File: src/rtl/fdiv_pkg.sv
// Shared definitions for the programmable clock-enable divider: mode encodings
// and the configuration record used for both staged and active settings.
`ifndef FDIV_CFG_T
`define FDIV_CFG_T(w) struct packed { logic [(w)-1:0] div; logic [(w)-1:0] high; logic mode; }
`endif
`ifndef FDIV_W
`define FDIV_W 8
`endif

package fdiv_pkg;
    localparam logic MODE_PWM = 1'b0;
    localparam logic MODE_TGL = 1'b1;

    // Default-width record; modules build their own with `FDIV_CFG_T(W).
    typedef `FDIV_CFG_T(`FDIV_W) fdiv_cfg_t;
endpackage

File: src/rtl/fdiv_if.sv
// Control/status bundle of fdiv_prog: enable, restart, settings load strobe
// and the divided outputs.
interface fdiv_if #(
    parameter int W = 8
) ();
    logic         en;
    logic         restart;
    logic         load;
    logic [W-1:0] div_in;
    logic [W-1:0] high_in;
    logic         mode_in;
    logic         load_pend;
    logic         fout;
    logic         tick;

    modport master (
        output en, restart, load, div_in, high_in, mode_in,
        input  load_pend, fout, tick
    );

    modport slave (
        input  en, restart, load, div_in, high_in, mode_in,
        output load_pend, fout, tick
    );
endinterface

File: src/rtl/fdiv_cfg_shadow.sv
// Shadow/active settings store: captures loads, flags them pending and hands
// them to the active set at a period boundary or on restart.
module fdiv_cfg_shadow
    import fdiv_pkg::*;
#(
    parameter int W        = 8,
    parameter int DIV_RST  = 2,
    parameter int HIGH_RST = 1,
    parameter int MODE_RST = 1
) (
    input  logic         clk,
    input  logic         rst,
    input  logic         restart,
    input  logic         term,
    input  logic         load,
    input  logic [W-1:0] div_in,
    input  logic [W-1:0] high_in,
    input  logic         mode_in,
    output logic         pend,
    output logic [W-1:0] div_q,
    output logic [W-1:0] high_q,
    output logic         mode_q
);
    typedef `FDIV_CFG_T(W) cfg_t;

    cfg_t shadow_reg;
    cfg_t active_reg;
    cfg_t load_cfg;
    logic pend_reg;

    assign load_cfg = '{div: div_in, high: high_in, mode: mode_in};

    always_ff @(posedge clk) begin
        if (rst) begin
            active_reg <= '{div: W'(DIV_RST), high: W'(HIGH_RST), mode: 1'(MODE_RST)};
            shadow_reg <= '0;
            pend_reg   <= 1'b0;
        end else if (restart) begin
            // A load coinciding with restart bypasses the shadow entirely.
            if (load)
                active_reg <= load_cfg;
            else if (pend_reg)
                active_reg <= shadow_reg;
            pend_reg <= 1'b0;
        end else begin
            if (term && pend_reg) begin
                active_reg <= shadow_reg;
                pend_reg   <= 1'b0;
            end
            // Listed last so a load on the boundary cycle stays pending.
            if (load) begin
                shadow_reg <= load_cfg;
                pend_reg   <= 1'b1;
            end
        end
    end

    assign pend   = pend_reg;
    assign div_q  = active_reg.div;
    assign high_q = active_reg.high;
    assign mode_q = active_reg.mode;
endmodule

File: src/rtl/fdiv_prog.sv
// Runtime-programmable clock-enable divider with toggle and PWM output modes
// and a one-cycle end-of-period tick.
module fdiv_prog
    import fdiv_pkg::*;
#(
    parameter int W        = 8,
    parameter int DIV_RST  = 2,
    parameter int HIGH_RST = 1,
    parameter int MODE_RST = 1
) (
    input logic  fin,
    input logic  rst,
    fdiv_if.slave bus
);
    logic [W-1:0] cnt_reg;
    logic [W-1:0] div_q;
    logic [W-1:0] high_q;
    logic         mode_q;
    logic         pend;
    logic         fout_reg;
    logic         tick_reg;
    logic         term;

    assign term = bus.en && (cnt_reg == div_q);

    fdiv_cfg_shadow #(
        .W        (W),
        .DIV_RST  (DIV_RST),
        .HIGH_RST (HIGH_RST),
        .MODE_RST (MODE_RST)
    ) u_cfg (
        .clk     (fin),
        .rst     (rst),
        .restart (bus.restart),
        .term    (term),
        .load    (bus.load),
        .div_in  (bus.div_in),
        .high_in (bus.high_in),
        .mode_in (bus.mode_in),
        .pend    (pend),
        .div_q   (div_q),
        .high_q  (high_q),
        .mode_q  (mode_q)
    );

    always_ff @(posedge fin) begin
        if (rst || bus.restart) begin
            cnt_reg  <= '0;
            fout_reg <= 1'b0;
            tick_reg <= 1'b0;
        end else if (bus.en) begin
            cnt_reg  <= term ? '0 : cnt_reg + 1'b1;
            tick_reg <= term;
            if (mode_q == MODE_TGL)
                fout_reg <= fout_reg ^ term;
            else
                fout_reg <= (cnt_reg < high_q);
        end else begin
            tick_reg <= 1'b0;
        end
    end

    assign bus.fout      = fout_reg;
    assign bus.tick      = tick_reg;
    assign bus.load_pend = pend;
endmodule

File: src/flat_wrapper.sv
// flat-port wrapper written by rule: the top's interface ports become plain ports
module fdiv_prog_flat import fdiv_pkg::*;
#(
    parameter int W        = 8,
    parameter int DIV_RST  = 2,
    parameter int HIGH_RST = 1,
    parameter int MODE_RST = 1
)
  (fin, rst, bus_en, bus_restart, bus_load, bus_div_in, bus_high_in, bus_mode_in, bus_load_pend, bus_fout, bus_tick);
  fdiv_if #(.W(W)) bus_i ();
  input logic fin;
  input logic rst;
  input wire logic [$bits(bus_i.en)-1:0] bus_en;
  input wire logic [$bits(bus_i.restart)-1:0] bus_restart;
  input wire logic [$bits(bus_i.load)-1:0] bus_load;
  input wire logic [$bits(bus_i.div_in)-1:0] bus_div_in;
  input wire logic [$bits(bus_i.high_in)-1:0] bus_high_in;
  input wire logic [$bits(bus_i.mode_in)-1:0] bus_mode_in;
  output wire logic [$bits(bus_i.load_pend)-1:0] bus_load_pend;
  output wire logic [$bits(bus_i.fout)-1:0] bus_fout;
  output wire logic [$bits(bus_i.tick)-1:0] bus_tick;
  assign bus_i.en = bus_en;
  assign bus_i.restart = bus_restart;
  assign bus_i.load = bus_load;
  assign bus_i.div_in = bus_div_in;
  assign bus_i.high_in = bus_high_in;
  assign bus_i.mode_in = bus_mode_in;
  assign bus_load_pend = bus_i.load_pend;
  assign bus_fout = bus_i.fout;
  assign bus_tick = bus_i.tick;
  fdiv_prog #(.W(W), .DIV_RST(DIV_RST), .HIGH_RST(HIGH_RST), .MODE_RST(MODE_RST)) u_core (.fin(fin), .rst(rst), .bus(bus_i));
endmodule
File: config.mk
export PLATFORM = sky130hd
export DESIGN_NAME = fdiv_prog_flat
export DESIGN_NICKNAME = d
export VERILOG_FILES = /design/src/rtl/fdiv_pkg.sv /design/src/rtl/fdiv_if.sv /design/src/rtl/fdiv_cfg_shadow.sv /design/src/rtl/fdiv_prog.sv /design/src/flat_wrapper.sv
export SDC_FILE = /design/constraint.sdc
export NUM_CORES = 1
export LEC_CHECK = 0
export ABC_AREA = 1
export ABC_CLOCK_PERIOD_IN_PS = 1600
export CAP_MARGIN = 20
export CORE_ASPECT_RATIO = 0.75
export CORE_MARGIN = 2
export CORE_UTILIZATION = 51
export CTS_CLUSTER_DIAMETER = 50
export DETAILED_ROUTE_END_ITERATION = 8
export GPL_ROUTABILITY_DRIVEN = 0
export PLACE_DENSITY_LB_ADDON = 0.3
export SLEW_MARGIN = 20
export SYNTH_ARGS = -nofsm -noshare
export SYNTH_HDL_FRONTEND = slang
export SYNTH_HIERARCHICAL = 1
export SYNTH_SLANG_ARGS = --single-unit
File: constraint.sdc
create_clock -name fin -period 1.6 [get_ports fin]
set_clock_uncertainty 0.2 [all_clocks]
set_input_delay 0.24 -clock fin [delete_from_list [all_inputs] [get_ports fin]]
set_output_delay 0.24 -clock fin [all_outputs]
set_load 0.01 [all_outputs]
==> impl_metrics.ini, run 1 <==
[critical_path]
critical-path-top-delay-family = simple AND/OR/NAND/NOR gates
bufs_and_invs_on_worst_path = 3
timing.setup.critical_path_class = flop to flop
cp_data_arrival_time_ps = 1750
timing.critical_path.slowest_cell_delay_ps = 370
crit_path_most_repeated_cell = nand2_1
critPathRequiredTime_ps = 1630
cp_max_fo = 8
timing.critical_path.cells = inv_2 > nand2_2 > nand2_1 > nor2_1 > nand2_1 > nor2_2 > nand2_2 > inv_2 > inv_4 > nand2_8 > nand2_8 > nand2_1 > nand2_1 > nor2_1
cpMaxStageDelayCell = dfxtp_4
timing.critical_path.from_type = flop
critical_path.endpoint_type = flop

[global_route]
gr-usage-met1 = 0.334
number_of_global_route_vias_before_repair = 2198
grt_max_degree = 18
global_route.peak_usage_layer = met2
grt_pass1_wl_mm = 10.2
globalRouteMet3Util = 0.0426
initial_antenna_violation_count = 0
globalRoute.totalOverflow = 0
grt_use_met2 = 0.381
gr_util_all_layers = 0.235

[final_layout]
final_cells = 482
area.growth.synth_to_final_pct = 31.6
antennaDiodeCount = 0
largest_reg_flops = 17
layout-drive-gt1-share = 0.235
finish.net_count = 455

[yosys]
synthesis.instances = 370
synth.cell_area_um2 = 2430
total_nets_after_synthesis = 400
synth_seq_cells = 45
post_synthesis_area_per_instance_um2 = 6.56
yosys.cell_types.count = 26
yosys_warnings = 6
synth_seq_area_share = 0.371

[clock_network]
cts_tree = done
cts.root.buffer_cell = clkbuf_8
worstSkewPairLatency_ps = 290
htree_levels = 2
clock_tree.buffer_depth = 2
cts-buffers-inserted = 5
cts.hold.buffers_added = 0
cts.reportedPaths.clkPinSlew_ps = 80
cts_num_sinks = 45

[die]
core_region_area_um2 = 4520
die-width_um = 83.7
placement_rows = 21
die-height_um = 63.7
die_area_um2 = 5330
io-pin-count = 25
floorplan.initialDensity = 0.537

[sta]
worstMarginPinSlew_ps = 329
worst_slew_margin_relative_to_its_limit = 0.780
timing.final.ws_setup_ps = -120
maxSlewViolCount = 0
final_min_period_over_clock_period = 1.07
layout_min_cycle_time_ps = 1720
fmaxAchievable_mhz = 581
setup_repair_after_global_routing_missed_its_margin = true
setup_viol_count_final = 20
finalHoldViolCount = 0

[detailed_routing]
detailroute.via_count = 2413
drt_via_density = 5.01
ant_nets = 0
drcViolationCount = 0
drt_iter0_drc = 98
detail_route.wirelength_mm = 6.08
first_pass_iters = 4
final_routed_wire_length_divided_by_cell_count_um = 12.6

[hold_path]
hold_path.class = primary input to flop

[run_status]
outcome = complete, but fails checks
failed_checks = setup timing

[pwr]
vdd_drop_max_mv = 0.460
cellLeakagePower_uw = 0.00156
finalPower_uw = 2450
power_density_nw_per_um2 = 766

[run]
cap_violations = 0

[place]
hpwlAfterDp_mm = 4.04
dpl.cell_count = 470
place.port_buffers = 24
## worst register-to-register path: stages (launching register included)
cell and delay, ps:
dfxtp_4 370, inv_2 40, nand2_2 50, nand2_1 50
nor2_1 100, nand2_1 70, nor2_2 140, nand2_2 70
inv_2 80, inv_4 50, nand2_8 120, nand2_8 100
nand2_1 80, nand2_1 60, nor2_1 90
## placed cells by master, fill, tap and decap left out, drive strengths merged
master	count
clkbuf	7
a21oi	12
o21ai	18
clkdlybuf4s50	20
xor2	4
dlygate4sd2	3
nor2	76
a211oi	1
nand3	26
nor3	3
o21a	1
dlymetal6s2s	1
dfxtp	45
buf	35
ha	8
nand2	115
nor3b	1
inv	49
## stage by stage
| stage | hold WS (ps) | TNS [ps] | worst slack [ps] | util | cell area (um^2) |
|---|---|---|---|---|---|
| final | 186 | -1790 | -120 | 0.707 | 3190 |
| after floorplan | 109 | -167 | -12.5 | - | 2440 |
| after detailed placement | 267 | -11230 | -456 | 0.643 | 2900 |
| after global routing | 200 | -4340 | -251 | 0.707 | 3190 |
| after global placement | 263 | -9680 | -393 | 0.643 | 2900 |
| after CTS | 181 | -602 | -56.7 | 0.690 | 3120 |
## report_power, final
part           internal, uW  switching, uW  total, uW
clock                   343            368        712
combinational           217            287        504
sequential             1190           44.1       1230
total                  1750            699       2450
## synthesized netlist by cell type
master | instances | area, um^2
nor3_4 | 1 | 16.3
a21oi_2 | 2 | 17.5
nor3b_2 | 1 | 12.5
dfxtp_1 | 45 | 901
nor2_2 | 1 | 6.26
buf_2 | 5 | 25.0
clkbuf_2 | 1 | 5.00
buf_6 | 4 | 45.0
xor2_1 | 4 | 35.0
inv_1 | 45 | 169
a21oi_1 | 10 | 50.1
buf_4 | 3 | 22.5
nand2_1 | 105 | 394
nor3_1 | 2 | 10.0
ha_1 | 8 | 100
nand2_8 | 1 | 20.0
clkbuf_1 | 1 | 3.75
inv_2 | 4 | 15.0
a211oi_1 | 1 | 7.51
nand3_2 | 2 | 20.0
nand2_4 | 3 | 33.8
nor2_1 | 75 | 282
nand2_2 | 3 | 18.8
o21ai_0 | 18 | 90.1
o21a_1 | 1 | 7.51
nand3_1 | 24 | 120
## area by class of cell
type,instances,area [um^2]
multi-input combinational,265,1420
clock buffer,7,86.3
fill,378,1330
tap,57,71.3
timing repair buffer,59,514
inverter,49,186
sequential,45,918
## routing by layer
metal  vias up  part of all wire
li1       1248                 -
met1      1093              0.47
met2        66              0.46
met3         6             0.053
met4         0             0.011
met5         -                 0
## worst paths after layout
check / endpoint / from / depth (start not counted) / slack (ps)
worst max register to register: u_core/u_cfg/high_q[6]$_SDFFE_PP0P_ / u_core/u_cfg/div_q[5]$_SDFFE_PP0P_ / 14 / -120
worst min-delay path: u_core/cnt_reg[1]$_SDFFE_PP0P_ / bus_en / 4 / 190
worst min register to register: u_core/u_cfg/high_q[0]$_SDFFE_PP1P_ / u_core/u_cfg/high_q[0]$_SDFFE_PP1P_ / 2 / 280
worst max-delay path: u_core/u_cfg/high_q[6]$_SDFFE_PP0P_ / u_core/u_cfg/div_q[5]$_SDFFE_PP0P_ / 14 / -120
## repair_timing
| item | 4_1_cts | 5_1_grt |
|---|---|---|
| buffers inserted | 0 | 2 |
| pin swaps | 14 | 18 |
| endpoints found under the setup margin | 26 | 26 |
| gates resized for setup | 25 | 22 |
| cloned | 3 | 0 |
## logic make-up (layout without fill, tap and decap cells)
logic type | Yosys count | after routing | synth area share
buf+inv | 63 | 115 | 0.118
simple gates | 218 | 221 | 0.385
compound gates | 32 | 32 | 0.0711
flops | 45 | 45 | 0.371
xor+xnor | 4 | 4 | 0.0144
fa+ha+maj | 8 | 8 | 0.0412
(Power assumes the default switching activity.)
==> inputs of run 2 (changes only) <==
--- a/config.mk
+++ b/config.mk
@@ -5,12 +5,12 @@
 export SDC_FILE = /design/constraint.sdc
 export NUM_CORES = 1
 export LEC_CHECK = 0
-export ABC_AREA = 1
+export ABC_AREA = 0
 export ABC_CLOCK_PERIOD_IN_PS = 1600
 export CAP_MARGIN = 20
 export CORE_ASPECT_RATIO = 0.75
 export CORE_MARGIN = 2
-export CORE_UTILIZATION = 51
+export CORE_UTILIZATION = 50
 export CTS_CLUSTER_DIAMETER = 50
 export DETAILED_ROUTE_END_ITERATION = 8
 export GPL_ROUTABILITY_DRIVEN = 0
==> run 2 against run 1 <==
The run still ends with setup timing left. Clock power is 0.7% higher. Cell count decreased by 24%. Via count decreased by 13%. Sequential share of layout area rose by 1.5 points. Clock-buffer cell count stayed put. Total power decreased by 3.7%. Cell area decreased by 5.8%. Critical path depth fell by 5. Die area fell by 9.0%. Core utilization rose by 2.7 points. Fmax shrank 17%. Non-clock buffer count shrank 1. Critical path type unchanged. Critical endpoint is now u_core/u_cfg/div_q[5]$_SDFFE_PP0P_.
==> impl_metrics.ini, run 2 <==
[run_status]
outcome = complete, but fails checks
failed_checks = setup timing

[global_route]
gr_util_all_layers = 0.251
number_of_global_route_vias_before_repair = 1908
globalRoute.totalOverflow = 0
grt_max_degree = 23
grt_pass1_wl_mm = 9.09
initial_antenna_violation_count = 0

[detailed_routing]
detailroute.wirelength.met2_mm = 2.97
detailroute.via_count = 2099
first_pass_iters = 4
wirelength_met1_mm = 2.77
highest-signal-layer = met4
drcViolationCount = 0
final_routed_wire_length_divided_by_cell_count_um = 17.0
drt_iter0_drc = 233
detail_route.wirelength_mm = 6.22
drt_via_density = 5.72
ant_nets = 0
met3_length_um = 367

[critical_path]
cpMaxStageDelayCell = dfxtp_2
worst_setup_path_startpoint = u_core/u_cfg/div_q[2]$_SDFFE_PP0P_
critical_path.reg2reg.startpoint = u_core/u_cfg/div_q[2]$_SDFFE_PP0P_
timing.critical_path.from_type = flop
timing.critical_path.slowest_cell_delay_ps = 350
critPathRequiredTime_ps = 1590
cp_data_arrival_time_ps = 2050
timing.setup.critical_path_class = flop to flop
timing.critical_path.cells = xor2_1 > nor4_2 > nand4b_1 > inv_2 > buf_4 > o21ai_4 > clkbuf_16 > nor3_2 > nor4_1
cp_max_fo = 8
worst_reg_to_reg_setup_slack_ps = -470
critical_path.endpoint_type = flop

[yosys]
synthMostInstantiatedCell = dfxtp_1
synth.cells.most_frequent = dfxtp_1 (45), nand2_1 (41), nor3_1 (37)
synth_largest_area_cell = dfxtp_1
synth_top_area_share = 0.418
ys_async_sr_fraction = 0
post_synthesis_area_per_instance_um2 = 8.13
synth_seq_cells = 45
yosys.cell_types.count = 32
total_nets_after_synthesis = 295
yosys_warnings = 6
synthTopCellsByArea = dfxtp_1 (42%), nor3_1 (8.6%), nand2_1 (7.1%)
synth_edf_count = 0
synth.cell_area_um2 = 2150
postSynth.topFlopCell = dfxtp_1
synthesis.instances = 265
synth_seq_area_share = 0.418

[sta]
setup_repair_after_global_routing_missed_its_margin = true
worstMarginPinSlew_ps = 373
fmaxAchievable_mhz = 484
maxSlewViolCount = 0
worst_slew_margin_relative_to_its_limit = 0.751
layout_min_cycle_time_ps = 2070
timing.final.ws_setup_ps = -467
finalSetupTns_ps = -7540
final_min_period_over_clock_period = 1.29
finalHoldViolCount = 0
setup_viol_count_final = 27

[pwr]
vdd_drop_max_mv = 0.549
power_density_nw_per_um2 = 783
cellLeakagePower_uw = 0.00119
finalPower_uw = 2360

[clock_network]
cts.hold.buffers_added = 0
cts_tree = done
cts_num_sinks = 45
htree_levels = 2
worstSkewPairLatency_ps = 300
cts-buffers-inserted = 5
cts.root.buffer_cell = clkbuf_8
clock_tree.buffer_depth = 2
cts.reportedPaths.clkPinSlew_ps = 80

[place]
place_worst_setup_slack_ps = -426
dpl.cell_count = 353
hpwlAfterDp_mm = 3.56
place.port_buffers = 24

[run]
cap_violations = 0

[final_layout]
area.growth.synth_to_final_pct = 39.8
n_fill_cell = 310
final_cells = 367
layout-drive-gt1-share = 0.256
antennaDiodeCount = 0
largest_reg_flops = 17
final_cell_mix = nand2_1 (40), dfxtp_1 (37), nor2_1 (23), nor3_1 (23), buf_4 (22)
leading_cell_type_in_the_layout_fill_and_taps_excluded = nand2_1
final_util = 0.734
finish.net_count = 342

[hold_path]
worst_hold_startpoint = u_core/u_cfg/shadow_reg[6]$_SDFFE_PP0P_
hold_path.class = flop to flop

[die]
placement_rows = 20
io-pin-count = 25
die-width_um = 79.8
core_region_area_um2 = 4100
floorplan.initialDensity = 0.525
die-height_um = 60.8
die_area_um2 = 4850
==> run 2: area by class of cell <==
class / instances / area [um^2] / area share
multi-input cells: 193 / 1280 / 0.426
flip-flops and latches: 45 / 911 / 0.303
repair buffers: 58 / 628 / 0.209
clock buffers: 7 / 86.3 / 0.0287
well taps: 55 / 68.8 / 0.0229
inverters: 9 / 33.8 / 0.0112
==> run 2: power breakdown <==
part	leakage (uW)	internal [uW]	switching [uW]
clock network	0.0000443	343	374
logic	0.000771	207	208
registers	0.000371	1180	45.1
==> run 2: final timing paths <==
check	to	depth (start not counted)
hold / removal	u_core/u_cfg/shadow_reg[6]$_SDFFE_PP0P_	2
setup / recovery	u_core/u_cfg/div_q[5]$_SDFFE_PP0P_	9
setup reg to reg	u_core/u_cfg/div_q[5]$_SDFFE_PP0P_	9
hold reg to reg	u_core/u_cfg/shadow_reg[6]$_SDFFE_PP0P_	2
==> run 2: critical path: cells and delay by family (launching register included) <==
kind                      cells  cell delay [ps]
AOI/OAI and AO/OA             1              260
xor gates and xnor gates      1              200
DFF                           1              350
and+or+nand+nor               4              510
buffers and inverters         3              430
==> run 2: kinds of logic (layout without fill, tap and decap cells) <==
logic type / Yosys count / after routing / synth area share
simple gates: 140 / 140 / 0.313
xor+xnor: 14 / 14 / 0.0569
flops: 45 / 45 / 0.418
fa+ha+maj: 8 / 8 / 0.0465
compound gates: 30 / 30 / 0.0843
mux: 1 / 1 / 0.00465
buf+inv: 27 / 74 / 0.0761
==> run 2: repair_timing <==
| item | 4_1_cts | 5_1_grt |
|---|---|---|
| setup buffers | 2 | 4 |
| cloned | 2 | 2 |
| setup endpoints to repair | 29 | 29 |
| gates resized for setup | 21 | 27 |
| pin swaps | 3 | 11 |
==> run 2: metal layers <==
layer / vias up / GRT usage
met3: 13 / 0.0565
met1: 990 / 0.314
li1: 1011 / -
met2: 85 / 0.431
met5: - / 0
met4: 0 / 0.0944
==> run 2: stage by stage <==
stage	hold WS (ps)	instance area (um^2)
floorplan	117	2170
global placement	248	2600
detailed placement	247	2600
CTS	260	2860
global route	287	3010
finish	261	3010
